`config.mk`:
```
export PLATFORM = sky130hd
export DESIGN_NAME = arb_mux_2_1
export DESIGN_NICKNAME = d
export VERILOG_FILES = /design/src/rtl/arb_pkg.sv /design/src/rtl/mux_2_1.sv /design/src/rtl/arb_mux_2_1.sv
export SDC_FILE = /design/constraint.sdc
export NUM_CORES = 1
export LEC_CHECK = 0
export CORE_MARGIN = 2
export CORE_UTILIZATION = 39
export CTS_CLUSTER_SIZE = 30
export DETAILED_ROUTE_END_ITERATION = 8
export MAX_ROUTING_LAYER = met4
export PLACE_DENSITY = 0.89
export SLEW_MARGIN = 20
export SYNTH_ARGS = -nofsm -noshare
export SYNTH_HDL_FRONTEND = slang
export SYNTH_SLANG_ARGS = --single-unit
```
`constraint.sdc`:
```
create_clock -name clk -period 3.8 [get_ports clk]
set_input_delay 0.95 -clock clk [delete_from_list [all_inputs] [get_ports clk]]
set_output_delay 0.95 -clock clk [all_outputs]
set_load 0.01 [all_outputs]
```
`src/rtl/arb_pkg.sv`:
```
// -----------------------------------------------------------------------------
// arb_pkg
// Shared definitions for the two-input stream arbiter.
//   SRC0 / SRC1 : source-index constants used for grants and y_sel
//   LAST_RST    : reset value of the round-robin history register
//   grant_t     : combinational grant (valid flag plus winning source index)
// -----------------------------------------------------------------------------
package arb_pkg;

    localparam logic SRC0     = 1'b0;
    localparam logic SRC1     = 1'b1;
    // Pretending source 1 was served last makes source 0 win the first contention.
    localparam logic LAST_RST = SRC1;

    typedef struct packed {
        logic vld;
        logic idx;
    } grant_t;

endpackage

```
`src/rtl/mux_2_1.sv`:
```
// -----------------------------------------------------------------------------
// mux_2_1
// Single-bit 2:1 select.
//   sel : 0 selects i0, 1 selects i1
//   i0  : input 0
//   i1  : input 1
//   y   : selected value
// -----------------------------------------------------------------------------
module mux_2_1 (
    input  logic sel,
    input  logic i0,
    input  logic i1,
    output logic y
);

    assign y = sel ? i1 : i0;

endmodule

```
`src/rtl/arb_mux_2_1.sv`:
```
// -----------------------------------------------------------------------------
// arb_mux_2_1
// Two-input round-robin stream arbiter feeding a single registered output.
// The winning source drives the select of a bank of mux_2_1 cells and the
// selected word is captured in the output register.
//
// Parameters:
//   WIDTH     : data width of each source and of the output
// Ports:
//   clk       : rising-edge clock
//   rst       : synchronous, active-high reset
//   i0_valid  : source 0 has a word        i0_data : source 0 word
//   i0_ready  : source 0 word accepted this cycle
//   i1_valid  : source 1 has a word        i1_data : source 1 word
//   i1_ready  : source 1 word accepted this cycle
//   y_valid   : output register holds a word
//   y_data    : output word
//   y_sel     : index of the source that produced y_data
//   y_ready   : consumer accepts y_data this cycle
//
// Build option:
//   ARB_FIXED_PRIO_EN : when defined, source 0 always wins contention and no
//                       round-robin history is kept. Default is round-robin.
// -----------------------------------------------------------------------------
module arb_mux_2_1
    import arb_pkg::*;
#(
    parameter int WIDTH = 8
) (
    input  logic             clk,
    input  logic             rst,
    input  logic             i0_valid,
    input  logic [WIDTH-1:0] i0_data,
    output logic             i0_ready,
    input  logic             i1_valid,
    input  logic [WIDTH-1:0] i1_data,
    output logic             i1_ready,
    output logic             y_valid,
    output logic [WIDTH-1:0] y_data,
    output logic             y_sel,
    input  logic             y_ready
);

    grant_t           gnt;
    logic             load;
    logic [WIDTH-1:0] mux_y;

    // Output stage can accept when empty or being drained on this same edge.
    assign load = !y_valid || y_ready;

`ifdef ARB_FIXED_PRIO_EN
    always_comb begin
        gnt.vld = i0_valid || i1_valid;
        gnt.idx = i0_valid ? SRC0 : SRC1;
    end
`else
    logic last;

    always_comb begin
        gnt.vld = i0_valid || i1_valid;
        if (i0_valid && i1_valid) begin
            gnt.idx = ~last;
        end else if (i1_valid) begin
            gnt.idx = SRC1;
        end else begin
            gnt.idx = SRC0;
        end
    end

    always_ff @(posedge clk) begin
        if (rst) begin
            last <= LAST_RST;
        end else if (load && gnt.vld) begin
            last <= gnt.idx;
        end
    end
`endif

    // Readies are held low during reset so no word is consumed and then discarded.
    assign i0_ready = !rst && load && gnt.vld && (gnt.idx == SRC0);
    assign i1_ready = !rst && load && gnt.vld && (gnt.idx == SRC1);

    for (genvar b = 0; b < WIDTH; b++) begin : g_mux
        mux_2_1 u_mux (
            .sel (gnt.idx),
            .i0  (i0_data[b]),
            .i1  (i1_data[b]),
            .y   (mux_y[b])
        );
    end

    // Output register stage
    always_ff @(posedge clk) begin
        if (rst) begin
            y_valid <= 1'b0;
            y_data  <= '0;
            y_sel   <= SRC0;
        end else if (load) begin
            if (gnt.vld) begin
                y_valid <= 1'b1;
                y_data  <= mux_y;
                y_sel   <= gnt.idx;
            end else begin
                y_valid <= 1'b0;
            end
        end
    end

endmodule

```
==> results.ini <==
[placed_design]
place_area_um2 = 915
placed_cells = 109
gp_congestion = 0.797
place_hpwl_um = 1130
io_buffers = 32

[power]
p_total_uw = 306
peakVddDrop_v = 0.000238
p_leak_nw = 0.356
p_per_area_mw_per_mm2 = 325

[worst_setup_path]
start_kind = input port
crit_slowest_cell = clkdlybuf4s50_1
cp.required_ns = 2.85
crit_buf_inv = 2
end_kind = output pin
critical_path.cell_chain = clkdlybuf4s50_1 -> or2_1 -> and2_4 -> nor3b_2 -> clkdlybuf4s50_1
crit_type = input port to output pin
critPathMaxFanout = 9
crit_top_cell = clkdlybuf4s50_1
critical-path-top-delay-family = buffers and inverters
worstPathArrival_ns = 2.61
cpPeakStageDelay_ns = 0.56

[sta]
setup_viol = 0
tightest_slew_ns = 0.276
setup_tns_ns = 0
hold_viol = 0
rsz0062_at_grt = false
drv_slew = 0
fin_crit_sh_pct = 93.7
clock_skew_ns = 0.00584
slew_headroom_pct = 81.5
maxClockFrequency_mhz = 281
min_period_ns = 3.56

[final_layout]
layout_commonest_cell = clkdlybuf4s50_1
final_cell_mix = clkdlybuf4s50_1, nand2_1, a21oi_1, dfxtp_1, a311oi_2
finalInstanceArea_um2 = 941
layout.cells.non_filler = 113
drive_gt1_share_pct = 20.4
nets = 120
areaGrowthSynthToFinish_pct = 62.4
diodes = 0

[drt]
drtPass1Iterations = 4
drtAntennaViolNets = 0
drt_iter0_drc = 14
wl_um = 1500
viasPerCell = 5.40
wl_per_cell_um = 13.3
drc_errors = 0
vias = 610

[clocking]
root_buffer = clkbuf_4
numCtsBuffers = 3
cts_buffer_depth = 2
clkTransAtPathRegs_ns = 0.07
clk_latency_ns = 0.26
ctsHoldBuffers = 0
cts_tree = done
cts.sinks = 11
postCtsSetupBuffers = 0
post_cts_resized = 0
htree_levels = 1

[grt]
grt_pass1_vias = 627
grt_usage_pct = 19.2
grt_max_degree = 14
grt_overflow = 0
grt_pass1_wl_um = 2580
antenna_found_initial = 0

[yosys]
yosysUniqueCellTypes = 16
ys_ff_latch = 11
syn_avg_cell_area_um2 = 9.20
ys.warnings.count = 0
postSynthCellCount = 63
synth.yosys.seq_area_share_pct = 38.0
synth_nets = 84
syn-cell-area_um2 = 579

[floorplan]
initial_utilization_pct = 42.9
fp.dieH_um = 42.5
die-area_mm2 = 0.00181
placementRows = 13
die_w_um = 42.5
fp.coreArea_mm2 = 0.00135
ios = 33

[outcome]
status = completed

[min_path]
min_path_type = register to register

[flow_run]
maxCapViolations = 0

==> cell type report <==
class,count,area (um2)
Tap cell,15,18.8
Multi-Input combinational cell,46,322
Clock buffer,4,26.3
Inverter,1,3.75
Timing Repair Buffer,36,350
Sequential cell,11,220
Fill cell,111,409
==> worst min-delay path: stages (launching register included) <==
cell and delay (ns):
dfxtp_1 0.33, inv_1 0.07, a311o_1 0.14
==> logic make-up (layout without fill, tap and decap cells) <==
kind of cell           count (synthesis)  after routing  synth area share, %
AO/OA/AOI/OAI                         23             23                 37.4
AND/OR/NAND/NOR                       23             23                 18.1
flip-flops                            11             11                 38.0
buffers and inverters                  6             41                 6.48
==> state kept, by name, summed over array words and instances, names as in the netlist <==
name / count
y_data: 8
last: 1
y_sel: 1
y_valid: 1
==> stage by stage <==
stage               hold WS, ns  utilization, %  worst slack, ns
floorplan                 0.531               -             1.10
global placement          0.544            67.7            0.271
detailed placement        0.552            67.7            0.246
CTS                       0.564            69.7            0.234
global route              0.591            69.7            0.101
finish                    0.567            69.7            0.240
==> Yosys cell counts <==
cell type | instances | area (um2)
nor3b_2 | 1 | 12.5
nor2_1 | 2 | 7.51
a21bo_2 | 2 | 20.0
a311oi_2 | 8 | 120
clkbuf_1 | 1 | 3.75
buf_1 | 2 | 7.51
dfxtp_1 | 11 | 220
inv_1 | 1 | 3.75
a311o_1 | 1 | 10.0
a21boi_2 | 1 | 11.3
a21oi_1 | 11 | 55.1
nand2b_1 | 1 | 6.26
nand2_1 | 17 | 63.8
and2_4 | 1 | 8.76
or2_1 | 1 | 6.26
buf_6 | 2 | 22.5
==> path summary, 6_finish.rpt <==
check	from	to	slack, ns	cells past startpoint
worst min register to register	last	last	0.57	2
worst max-delay path	i0_valid	i0_ready	0.24	5
worst max register to register	last	y_data[0]	2.65	4
worst min-delay path	last	last	0.57	2
==> metal layers <==
metal | up-vias | GRT usage, % | wire, um
li1 | 295 | - | -
met1 | 280 | 19.3 | 599
met2 | 33 | 35.7 | 790
met3 | 2 | 3.88 | 99
met4 | 0 | 7.50 | 14
met5 | - | - | 0
==> power breakdown <==
group	internal, mW	switching (mW)	leakage, nW
Combinational	0.0564	0.0399	0.250
Sequential	0.126	0.00601	0.0916
Clock	0.0405	0.0370	0.0150
Note: power is estimated with default switching activity, not from simulation.
